[src/rtl/lsu_pkg.sv]
// Shared types and constants for the load/store bus bridge.
// funct3 encodings, FSM state type, lane width, timeout counter sizing.
package lsu_pkg;

   localparam int BE_W = 4;

   localparam logic [2:0] F3_B  = 3'b000;
   localparam logic [2:0] F3_H  = 3'b001;
   localparam logic [2:0] F3_W  = 3'b010;
   localparam logic [2:0] F3_BU = 3'b100;
   localparam logic [2:0] F3_HU = 3'b101;

   typedef enum logic [1:0] {
      IDLE,
      REQ,
      RSP,
      DONE
   } state_t;

   // Counter must be able to hold the timeout value itself.
   function automatic int tmo_w(input int n);
      return (n < 2) ? 1 : $clog2(n + 1);
   endfunction

endpackage

[src/rtl/lsu_align.sv]
// Combinational lane logic: store byte enables / data replication,
// load lane extraction and extension, illegal/misaligned detection.
// Ports: req_* = live CPU request, ld_* = latched load + bus word,
//        be/wdata = store lanes, ld_data = extended load, bad = fault.
module lsu_align
   import lsu_pkg::*;
(
   input  logic [1:0]      req_off,
   input  logic [2:0]      req_fn3,
   input  logic            req_we,
   input  logic [31:0]     req_wdata,
   input  logic [1:0]      ld_off,
   input  logic [2:0]      ld_fn3,
   input  logic [31:0]     ld_word,
   output logic [BE_W-1:0] be,
   output logic [31:0]     wdata,
   output logic [31:0]     ld_data,
   output logic            bad
);

   logic        legal;
   logic        mis;
   logic [7:0]  lb;
   logic [15:0] lh;

   always_comb begin
      be    = 4'b1111;
      wdata = req_wdata;
      if (req_we) begin
         case (req_fn3)
            F3_B: begin
               be    = 4'b0001 << req_off;
               wdata = {4{req_wdata[7:0]}};
            end
            F3_H: begin
               be    = 4'b0011 << {req_off[1], 1'b0};
               wdata = {2{req_wdata[15:0]}};
            end
            default: ;
         endcase
      end
   end

   always_comb begin
      legal = 1'b0;
      case (req_fn3)
         F3_B, F3_H, F3_W: legal = 1'b1;
         F3_BU, F3_HU:     legal = !req_we;
         default:          legal = 1'b0;
      endcase
      mis = ((req_fn3[1:0] == 2'b01) && req_off[0]) ||
            ((req_fn3[1:0] == 2'b10) && (req_off != 2'b00));
      bad = !legal || mis;
   end

   always_comb begin
      lb      = ld_word[{ld_off, 3'b000} +: 8];
      lh      = ld_word[{ld_off[1], 4'b0000} +: 16];
      ld_data = ld_word;
      case (ld_fn3)
         F3_B:    ld_data = {{24{lb[7]}}, lb};
         F3_H:    ld_data = {{16{lh[15]}}, lh};
         F3_BU:   ld_data = {24'h0, lb};
         F3_HU:   ld_data = {16'h0, lh};
         default: ld_data = ld_word;
      endcase
   end

endmodule

[src/rtl/lsu_bus_bridge.sv]
// Load/store unit replacing single-cycle data memory: runs a valid/ready
// bus transaction per access, stalls the CPU, reports faults.
// Ports: cpu_* = CPU memory stage side, bus_req_* / bus_rsp_* = data bus.
module lsu_bus_bridge
   import lsu_pkg::*;
#(
   parameter int TIMEOUT_CYC = 255,
   parameter int ADDR_W      = 32
) (
   input  logic              clk,
   input  logic              rst,
   input  logic              cpu_mem_read,
   input  logic              cpu_mem_write,
   input  logic [ADDR_W-1:0] cpu_addr,
   input  logic [2:0]        cpu_fn3,
   input  logic [31:0]       cpu_wdata,
   output logic [31:0]       cpu_rdata,
   output logic              cpu_stall,
   output logic              cpu_fault,
   output logic              bus_req_valid,
   input  logic              bus_req_ready,
   output logic              bus_req_we,
   output logic [ADDR_W-1:0] bus_req_addr,
   output logic [31:0]       bus_req_wdata,
   output logic [BE_W-1:0]   bus_req_be,
   input  logic              bus_rsp_valid,
   input  logic [31:0]       bus_rsp_rdata,
   input  logic              bus_rsp_err
);

   localparam int CW = tmo_w(TIMEOUT_CYC);
   localparam logic [CW-1:0] TMO_LAST = CW'(TIMEOUT_CYC - 1);

   state_t          state;
   logic [CW-1:0]   cnt;
   logic [1:0]      off_q;
   logic [2:0]      fn3_q;
   logic            err_q;
   logic [31:0]     rdata_q;

   logic            req;
   logic            go;
   logic            idle_flt;
   logic            tmo;
   logic [BE_W-1:0] a_be;
   logic [31:0]     a_wdata;
   logic [31:0]     a_ld;
   logic            a_bad;

   lsu_align u_align (
      .req_off   (cpu_addr[1:0]),
      .req_fn3   (cpu_fn3),
      .req_we    (cpu_mem_write),
      .req_wdata (cpu_wdata),
      .ld_off    (off_q),
      .ld_fn3    (fn3_q),
      .ld_word   (bus_rsp_rdata),
      .be        (a_be),
      .wdata     (a_wdata),
      .ld_data   (a_ld),
      .bad       (a_bad)
   );

   assign req      = cpu_mem_read || cpu_mem_write;
   assign go       = (state == IDLE) && req && !a_bad;
   assign idle_flt = (state == IDLE) && req && a_bad;
   // Fires in the last allowed cycle so DONE lands exactly TIMEOUT_CYC
   // cycles after REQ entry.
   assign tmo      = (cnt == TMO_LAST);

   // Gated by rst so a request held during reset cannot stall or fault.
   assign cpu_stall = rst && (go || state == REQ || state == RSP);
   assign cpu_fault = rst && (idle_flt || (state == DONE && err_q));
   assign cpu_rdata = idle_flt ? 32'h0 : rdata_q;

   always_ff @(posedge clk or negedge rst) begin
      if (!rst) begin
         state         <= IDLE;
         cnt           <= '0;
         off_q         <= '0;
         fn3_q         <= '0;
         err_q         <= 1'b0;
         rdata_q       <= '0;
         bus_req_valid <= 1'b0;
         bus_req_we    <= 1'b0;
         bus_req_addr  <= '0;
         bus_req_wdata <= '0;
         bus_req_be    <= '0;
      end else begin
         unique case (state)
            IDLE: begin
               if (go) begin
                  state         <= REQ;
                  cnt           <= '0;
                  err_q         <= 1'b0;
                  off_q         <= cpu_addr[1:0];
                  fn3_q         <= cpu_fn3;
                  bus_req_valid <= 1'b1;
                  bus_req_we    <= cpu_mem_write;
                  bus_req_addr  <= {cpu_addr[ADDR_W-1:2], 2'b00};
                  bus_req_wdata <= a_wdata;
                  bus_req_be    <= a_be;
               end else if (idle_flt) begin
                  rdata_q <= '0;
               end
            end
            REQ: begin
               cnt <= cnt + 1'b1;
               if (tmo) begin
                  state         <= DONE;
                  bus_req_valid <= 1'b0;
                  err_q         <= 1'b1;
                  rdata_q       <= '0;
               end else if (bus_req_ready) begin
                  state         <= RSP;
                  bus_req_valid <= 1'b0;
               end
            end
            RSP: begin
               cnt <= cnt + 1'b1;
               if (tmo) begin
                  state   <= DONE;
                  err_q   <= 1'b1;
                  rdata_q <= '0;
               end else if (bus_rsp_valid) begin
                  state   <= DONE;
                  err_q   <= bus_rsp_err;
                  rdata_q <= bus_rsp_err ? 32'h0 : a_ld;
               end
            end
            DONE: begin
               state <= IDLE;
               err_q <= 1'b0;
            end
         endcase
      end
   end

endmodule

[config.mk]
export PLATFORM = sky130hd
export DESIGN_NAME = lsu_bus_bridge
export DESIGN_NICKNAME = d
export VERILOG_FILES = /design/src/rtl/lsu_pkg.sv /design/src/rtl/lsu_align.sv /design/src/rtl/lsu_bus_bridge.sv
export SDC_FILE = /design/constraint.sdc
export NUM_CORES = 1
export LEC_CHECK = 0
export ABC_AREA = 1
export BUFFER_PORTS_ARGS = -buffer_cell sky130_fd_sc_hd__buf_2
export CELL_PAD_IN_SITES_DETAIL_PLACEMENT = 2
export CELL_PAD_IN_SITES_GLOBAL_PLACEMENT = 2
export CORE_AREA = 2 2 108 215
export DETAILED_ROUTE_END_ITERATION = 10
export DIE_AREA = 0 0 110 217
export MAX_ROUTING_LAYER = met4
export PLACE_DENSITY = 0.92
export SYNTH_ARGS = -nofsm -noshare
export SYNTH_HDL_FRONTEND = slang
export SYNTH_SLANG_ARGS = --single-unit
[constraint.sdc]
create_clock -name clk -period 2.8 [get_ports clk]
set_input_delay 0.56 -clock clk [delete_from_list [all_inputs] [get_ports clk]]
set_output_delay 0.56 -clock clk [all_outputs]
set_load 0.1 [all_outputs]
---- Yosys cells after proc, flatten, opt, wreduce, memory -nomap -nowiden ----
Index checks and enable logic that the tools add are counted.
cells by class
  $add $sub $neg .......................... 1
  multipliers ............................. 0
  div/mod/pow operators ................... 0
  $lt $le $gt $ge ......................... 0
  equality and inequality tests ........... 18
  shift-type cells ........................ 4
  muxes and demuxes ....................... 30
  bitwise operators ....................... 0
  reductions and logical operators ........ 33
operator list
  kind                 number
  $mux 32              7
  $pmux 32 s4          1
  $pmux 32 s3          1
  $pmux 32 s2          1
  $shiftx 32x6->16     1
  $shiftx 32x6->8      1
  $pmux 8 s2           1
  $eq 3x3->1 const B   4
  $mux 2               5
  $reduce_and 3->1     3
  $add 8x1->8 const B  1
  $eq 8x8->1 const B   1
  $logic_and 1x1->1    8
  $mux 8               1
  $pmux 2 s4           1
  $pmux 4 s2           1
  $mux 1               7
  $eq 2x2->1 const B   3
  $eq 3x1->1 const B   2
  $logic_not 3->1      2
  $logic_or 1x1->1     6
  $ne 2x2->1 const B   3
  $ne 3x3->1 const B   2
  $reduce_bool 2->1    3
  14 further kinds     20
word-level totals
  register bits ........................... 116
  latch bits .............................. 0
  bits in writable memories ............... 0
  bits in read-only memories .............. 0
  input bits .............................. 106
  output and inout bits ................... 104
  logic and storage cells ................. 97
  memories ................................ 0

---- Longest topological paths before layout ----
Gate-level depths: netlist (run 1).
  depth after elaboration ................. 10
  gate-level depth with buffers ........... 13
  depth with buffers taken out ............ 12

---- Modules after synthesis ----
From an unflattened synthesis (run 1), not the netlist that was laid out.
unflattened totals
  cells, all modules ...................... 1096
  area, all modules ....................... 7191.9 µm²
by module, submodules not included
  module          instances  cells each  area each (µm²)  sequential area each (µm²)
  lsu_bus_bridge  1          784         5731.7           2902.8
  lsu_align       1          312         1460.2           0.0

---- Worst setup path before layout (run 1) ----
OpenSTA, ideal clock, no wires.
  path kind ............................... flip-flop to output port
  start point ............................. register state[0]
  end point ............................... output cpu_fault
  arrival ................................. 3.364 ns
  data required time ...................... 2.240 ns
  slack ................................... -1.124 ns
  stages on the path, launching flop included .. 8
  path buffers ............................ 1
  cell sequence ........................... dfrtp_1 -> inv_1 -> ha_1 -> inv_1 -> nor2_4 -> nand2_4 -> buf_2 -> a21boi_0
on the way
  longest elaborated chain between the ends .. 5
  elaborated cells on any way between the ends .. 7
  those cells by class .................... eq/ne (1); reduce/logical (6)
RTL lines
  what                             line                   text
  start, declared                  lsu_bus_bridge.sv:34   state_t state;
  start signal, assigned           lsu_bus_bridge.sv:78   state <= IDLE;
  start signal, assigned           lsu_bus_bridge.sv:93   state <= REQ;
  start signal, assigned           lsu_bus_bridge.sv:110  state <= DONE;
  $logic_not 2->1                  lsu_bus_bridge.sv:66   assign idle_flt = (state == IDLE) && req && a_bad;
  $logic_and 1x1->1 (2 in series)  lsu_bus_bridge.sv:66
  $logic_or 1x1->1 *               lsu_bus_bridge.sv:73   assign cpu_fault = rst && (idle_flt || (state == DONE && err_q));
  $logic_and 1x1->1 *              lsu_bus_bridge.sv:73
  end, declared                    lsu_bus_bridge.sv:19   output logic cpu_fault,
Mark *: on every way between the ends. The rest lies on a longest branch, timed or not.

---- Worst setup path after layout (run 1) ----
  start point ............................. register state[1]
  end point ............................... output cpu_rdata[28]
on the way
  longest elaborated chain between the ends .. 4
RTL lines
  what                             line                  text
  $logic_not 2->1                  lsu_bus_bridge.sv:66
  $logic_and 1x1->1 (2 in series)  lsu_bus_bridge.sv:66
  $mux 32                          n/a
  end, declared                    lsu_bus_bridge.sv:17  output logic [31:0] cpu_rdata,
No other way between the ends.

==> results.md, run 1 <==
- Hold Path Class: input port to async pin
- Slowest stage delay, CP: 0.45 ns
- Aggregate global routing overflow: 0
- Largest net degree at the start of global routing: 90
- Minimum clock period: 2.69 ns
- Nets: 1254
- Antenna Violating Nets Remaining: 0
- Max Slew Vio Count: 0
- Cell Chain, Critical Path: inv_1 > ha_2 > inv_1 > nor2_4 > nand2_4 > buf_8 > nand2_1 > inv_1 > buf_12
- Layout area overhead: 36.8%
- CTS Buffer Depth: 2
- Yosys warning total: 0
- Top cells by count, synth: nand2_1, dfrtp_1, inv_1, nor2_1, nand3_1
- DP Wirelength: 20.0 mm
- Max frequency: approximately 370 MHz
- I/O Pins: 210
- Worst Clk Skew: roughly 0.009 ns
- Worst Max-Slew Pin Slew: roughly 0.59 ns
- Synth area leaders: dfrtp_1, nand2_1, inv_1, nor2_1, nand3_1
- Fillcell total: 2603
- Outcome: finished clean
- WL/cell: 18.6 microns
- Layout cells sized above 1: 0.260
- DIE HEIGHT: 217 microns
- Initial Util: 0.296
- Starting DRT DRC Count: 325
- Synth unique cells: 37
- CTS tree: yes
- Routability cong.: slightly above 0.8
- Gr usage total: 0.239
- Register bit count reported by yosys: around 120
- Hold Buf Count CTS: 0
- Crit Path Class: register to primary output
- Area after DPL: roughly 8400 sq um
- Crit start category: register
- Vias: 7025
- CP Data Required Time: 2.24 ns
- Port Buffer Count: ~210
- Num CTS Buffers: 17
- Yosys top cell by area: dfrtp_1
- Post-synthesis sequential area ratio: 0.439
- Worst-path maximum fanout: 18
- # rows: 78
- Max-Slew Margin vs Limit: 0.604
- Number of synthesized flops with an enable pin: 0
- Critical Path Start: state[1]$_DFFE_PN0P_
- Most used cell, CP: inv_1
- Hold Fails Final Rpt: 0
- Avg Inst Size Synth: 7.04 sq um
- Chip width: 110 microns
- Clock root cell: clkbuf_16
- FFs w/ async S/R, synth: 1.00
- H-tree levels: 4
- Core region area: around 22000 sq um
- Crit. End Element: primary output
- Die ar.: 23900 sq um
- Most frequent cell after synthesis: nand2_1
- DRC viols: 0
- Global-route wire length before repair: 42.9 mm
- Critical Path AT: around 2.1 ns
- Post-synth top area share: 0.439
- # setup viols final: 0
- Later-pin clock latency in the skew report: 0.42 ns
- RR Startpoint: state[1]$_DFFE_PN0P_
- Initial antenna violation count: 4
- Final period utilization: 0.962
- Clock sink count: approximately 120
- Syn Inst Count: 940
- Post-Route WL: around 27 mm
- RSZ-0062 raised after global routing: false
- Vias in the first global route: around 8000
- Max-cap violations: 0
- CTS clk-pin slew, worst paths: 0.06 ns
- Mapped cell area: approximately 6600 sq um
- Iteration count of the initial detailed-routing pass: 4
- Main synth FF type: dfrtp_1
- CP max stage cell: dfrtp_2
- Finished Cell Area: 9050 sq um
- DR vias/cell: 4.89
[metrics by stage]
| stage | hold slack (ns) | instances | util | setup WS, ns | setup TNS, ns |
|---|---|---|---|---|---|
| finish | 0.0930 | 1438 | 0.405 | 0.108 | 0 |
| global route | 0.123 | 1438 | 0.405 | 0.0154 | 0 |
| CTS | 0.0965 | 1434 | 0.404 | 0.0160 | 0 |
| detailed placement | 0.468 | 1400 | 0.376 | 0.275 | 0 |
| global placement | 0.460 | 1400 | 0.376 | 0.411 | 0 |
| floorplan | 0.264 | 941 | - | -0.205 | -2.45 |
[area by class of cell]
cell class | count | area [sq um] | area share
Tap cell | 280 | 350 | 0.0387
Clock inverter | 13 | 148 | 0.0163
Clock buffer | 19 | 453 | 0.0501
Antenna cell | 4 | 10.0 | 0.00111
Multi-Input combinational cell | 661 | 3020 | 0.334
Sequential cell | 116 | 2900 | 0.321
Timing Repair Buffer | 226 | 1710 | 0.189
Inverter | 119 | 449 | 0.0497
[worst paths after layout]
check                                          endpoint  slack (ns)  depth (start not counted)
hold reg to reg             bus_req_addr[7]$_DFFE_PN0P_        0.48                          2
max in group asynchronous       rdata_q[20]$_DFFE_PN0P_        1.85                          2
setup reg to reg                rdata_q[22]$_DFFE_PN0P_        0.54                         11
min in group clk           bus_req_addr[26]$_DFFE_PN0P_        0.33                          3
hold / removal                     state[0]$_DFFE_PN0P_        0.09                          1
setup / recovery                          cpu_rdata[28]        0.11                          9
[worst max-delay path, delay by kind of cell (launching register included)]
kind | cells | cell delay (ns)
simple gates | 3 | 0.37
flops | 1 | 0.45
fa+ha+maj | 1 | 0.22
buf+inv | 5 | 0.65
[sequential cells by signal, summed over array words and instances, names as in the netlist, 2 cells and up]
signal and cells:
off_q 2, bus_req_addr 30, cnt 8, bus_req_be 4, fn3_q 3, state 2
rdata_q 32, bus_req_wdata 32
[kinds of logic (layout without fill, tap and decap cells)]
kind of cell             count (synthesis)  count (layout)  share of synthesized area
adder cells (fa/ha/maj)                  7               7                     0.0132
XOR/XNOR                                 2               2                    0.00265
flip-flops                             116             116                      0.439
other                                    1               6                   0.000567
AO/OA/AOI/OAI                          109             109                     0.0969
buffers and inverters                  164             377                      0.107
AND/OR/NAND/NOR                        541             541                      0.341
[cells in the final DEF, fill, tap and decap left out, types with 4 or more instances in the layout]
| cell type | count |
|---|---|
| or2_2 | 15 |
| nand2_1 | 353 |
| o21a_1 | 5 |
| dfrtp_1 | 115 |
| nand3_1 | 60 |
| nand3_2 | 4 |
| o211ai_1 | 7 |
| buf_2 | 172 |
| clkinv_4 | 4 |
| o21ai_0 | 41 |
| o22ai_1 | 10 |
| inv_1 | 111 |
| ha_1 | 6 |
| diode_2 | 4 |
| buf_4 | 18 |
| nor2_1 | 94 |
| a2bb2oi_1 | 8 |
| clkbuf_16 | 17 |
| inv_6 | 4 |
| a21oi_1 | 28 |
| inv_2 | 6 |
| o31ai_1 | 5 |
| buf_12 | 35 |
[routing by layer]
layer / up-vias / GRT usage / wire, microns
met5: - / - / 0
met1: 3476 / 0.278 / 11000
met3: 46 / 0.0374 / 1080
li1: 3313 / - / -
met2: 190 / 0.415 / 14000
met4: 0 / 0.0730 / 535
[what timing repair did]
action,4_1_cts,5_1_grt
hold endpoints to repair,0,0
setup buffers,2,0
pin swaps,1,1
gates resized for setup,4,2
endpoints found under the setup margin,34,16
Power of run 1 is left out: the tool's default activity adds up to more than one toggle a clock period on the data nets, which glitch-free logic cannot reach.
==> run 2: changes to the inputs <==
Settings changed: CORE_AREA 2 2 108 215 to 4 4 110 217, DIE_AREA 0 0 110 217 to 0 0 114 221.
==> results.md, run 2 (synthesized netlist as in run 1, its figures left out) <==
- Global-route wire length before repair: 46.9 mm (was 42.9 mm)
- FF/Latch Area: 2910 sq um (was 2900 sq um)
- H-tree levels: 4 (unchanged)
- Clock sink count: 116 (unchanged)
- Max-Slew Margin vs Limit: 0.426 (was 0.604)
- Antenna Violating Nets Remaining: 0 (unchanged)
- Outcome: finished clean (unchanged)
- Die ar.: 25200 sq um (was 23900 sq um)
- CP Data Required Time: 2.24 ns (about the same)
- Setup WS pre-CTS: 0.208 ns (was 0.275 ns)
- CTS tree: yes (unchanged)
- RR Startpoint: state[0]$_DFFE_PN0P_ (was state[1]$_DFFE_PN0P_)
- Layout cells sized above 1: 0.266 (was 0.260)
- CTS Buffer Depth: 2 (unchanged)
- Core region area: 22200 sq um (was 22300 sq um)
- Chip width: 114 microns (was 110 microns)
- Critical Path Start: state[0]$_DFFE_PN0P_ (was state[1]$_DFFE_PN0P_)
- I/O Pins: 210 (unchanged)
- Routability cong.: 0.873 (was 0.810)
- Met3 wire length: 1.25 mm (was 1.08 mm)
- Later-pin clock latency in the skew report: 0.43 ns (was 0.42 ns)
- WL/cell: 21.4 microns (was 18.6 microns)
- Largest net degree at the start of global routing: 63 (was 90)
- Worst R2R Setup Slack: 0.23 ns (was 0.54 ns)
- Gr usage total: 0.248 (was 0.239)
- Worst Max-Slew Pin Slew: 0.862 ns (was 0.593 ns)
- DR vias/cell: 4.98 (was 4.89)
- Dpl cells: 1394 (was 1400)
- Final TNS setup: 0 ns (unchanged)
- DP Wirelength: 21.9 mm (was 20.0 mm)
- Iteration count of the initial detailed-routing pass: 5 (was 4)
- Nets: 1256 (was 1254)
- Hold Buf Count CTS: 0 (unchanged)
- CTS clk-pin slew, worst paths: 0.06 ns (about the same)
- Multi-input gate area: 3040 sq um (was 3020 sq um)
- Vias: 7166 (was 7025)
- Final WS setup: 0.0712 ns (was 0.108 ns)
- Critical Path AT: 2.17 ns (was 2.13 ns)
- Max layer used: met4 (unchanged)
- Vias in the first global route: 8274 (was 8079)
- FF-to-FF path depth: 11 (unchanged)
- Starting DRT DRC Count: 267 (was 325)
- Min Hold Slack: 0.0401 ns (was 0.0930 ns)
- Clock root cell: clkbuf_16 (unchanged)
- Max-cap violations: 0 (unchanged)
- Worst Clk Skew: 0.0119 ns (was 0.00890 ns)
- Max Slew Vio Count: 0 (unchanged)
- Layout area overhead: 37.1% (was 36.8%)
- Fillcell total: 2573 (was 2603)
- DRC viols: 0 (unchanged)
- Minimum clock period: 2.73 ns (was 2.69 ns)
- Port Buffer Count: 207 (unchanged)
- Hold Fails Final Rpt: 0 (unchanged)
- DIE HEIGHT: 221 microns (was 217 microns)
- Biggest regs: bus_req_wdata (32), rdata_q (32), bus_req_addr (30) (unchanged)
- Crit. End Element: primary output (unchanged)
- Cell Count, Final, Fillers Out: 1440 (was 1438)
- Crit start category: register (unchanged)
- # rows: 77 (was 78)
- Most frequent cells in the layout: nand2_1, buf_2, dfrtp_1 (unchanged)
- Most common library cell in the layout ignoring fill and taps: nand2_1 (unchanged)
- Max frequency: 366 MHz (was 371 MHz)
- Final period utilization: 0.975 (was 0.962)
- Initial antenna violation count: 8 (was 4)
- Num CTS Buffers: 17 (unchanged)
- Initial Util: 0.298 (was 0.296)
- Aggregate global routing overflow: 0 (unchanged)
- Worst r2r dst: bus_req_wdata[14]$_DFFE_PN0P_ (was rdata_q[22]$_DFFE_PN0P_)
- Post-Route WL: 30.8 mm (was 26.7 mm)
- Worst-path maximum fanout: 10 (was 18)
- Crit Path Class: register to primary output (unchanged)
- Hold Path Class: input port to async pin (unchanged)
- Routed met1 length: 10.4 mm (was 11.0 mm)
- DR WL met2: 17.6 mm (was 14.0 mm)
- # setup viols final: 0 (unchanged)
==> run 2: changes by cell type in the layout (fill, tap and decap cells not counted), sizes merged <==
cell      before  now
clkinv         7    6
buf          226  228
inv          122  119
clkbuf        19   18
clkinvlp       1    5
diode          4    8
bufinv         2    3
==> run 2: worst max-delay path by stage <==
| stage | depth (start not counted) | to |
|---|---|---|
| after global placement | 9 | cpu_rdata[7] |
| final | 9 | cpu_rdata[29] |
| after floorplan | 8 | cpu_rdata[10] |
| after global routing | 9 | cpu_rdata[28] |
| after detailed placement | 9 | cpu_rdata[14] |
| after CTS | 9 | cpu_rdata[17] |
==> run 2: repair_timing <==
item                                    4_1_cts  5_1_grt
gates resized for setup                      10        5
endpoints found under the setup margin       32       32
endpoints found under the hold margin         0        0
buffers inserted                              1        5
pin swaps                                     2        2
==> run 2: layout make-up <==
type | count | area share
multi-input cells | 661 | 0.335
flip-flops and latches | 116 | 0.320
repair buffers | 228 | 0.189
inverters | 119 | 0.0498
clock buffers | 18 | 0.0473
well taps | 276 | 0.0381
clock inverters | 14 | 0.0178
diodes | 8 | 0.00221
==> run 2: through the flow <==
stage	utilization	cell area (sq um)
2_1_floorplan	-	6620
3_3_place_gp	0.378	8370
3_5_place_dp	0.378	8370
4_1_cts	0.406	9000
5_1_grt	0.409	9070
6_report	0.409	9070
==> run 2: critical path, stage by stage, from the launching register on <==
cell	delay, ns
dfrtp_2	0.44
inv_2	0.12
ha_4	0.17
inv_1	0.10
nor2_4	0.21
nand2_8	0.13
buf_4	0.16
nand2_1	0.11
inv_1	0.10
buf_12	0.17
==> run 2: metal layers <==
metal / global-route usage / vias to the layer above
li1: - / 3305
met1: 0.234 / 3572
met2: 0.460 / 209
met3: 0.0508 / 80
met4: 0.125 / 0
met5: - / -
Power of run 2 is left out for the same reason.
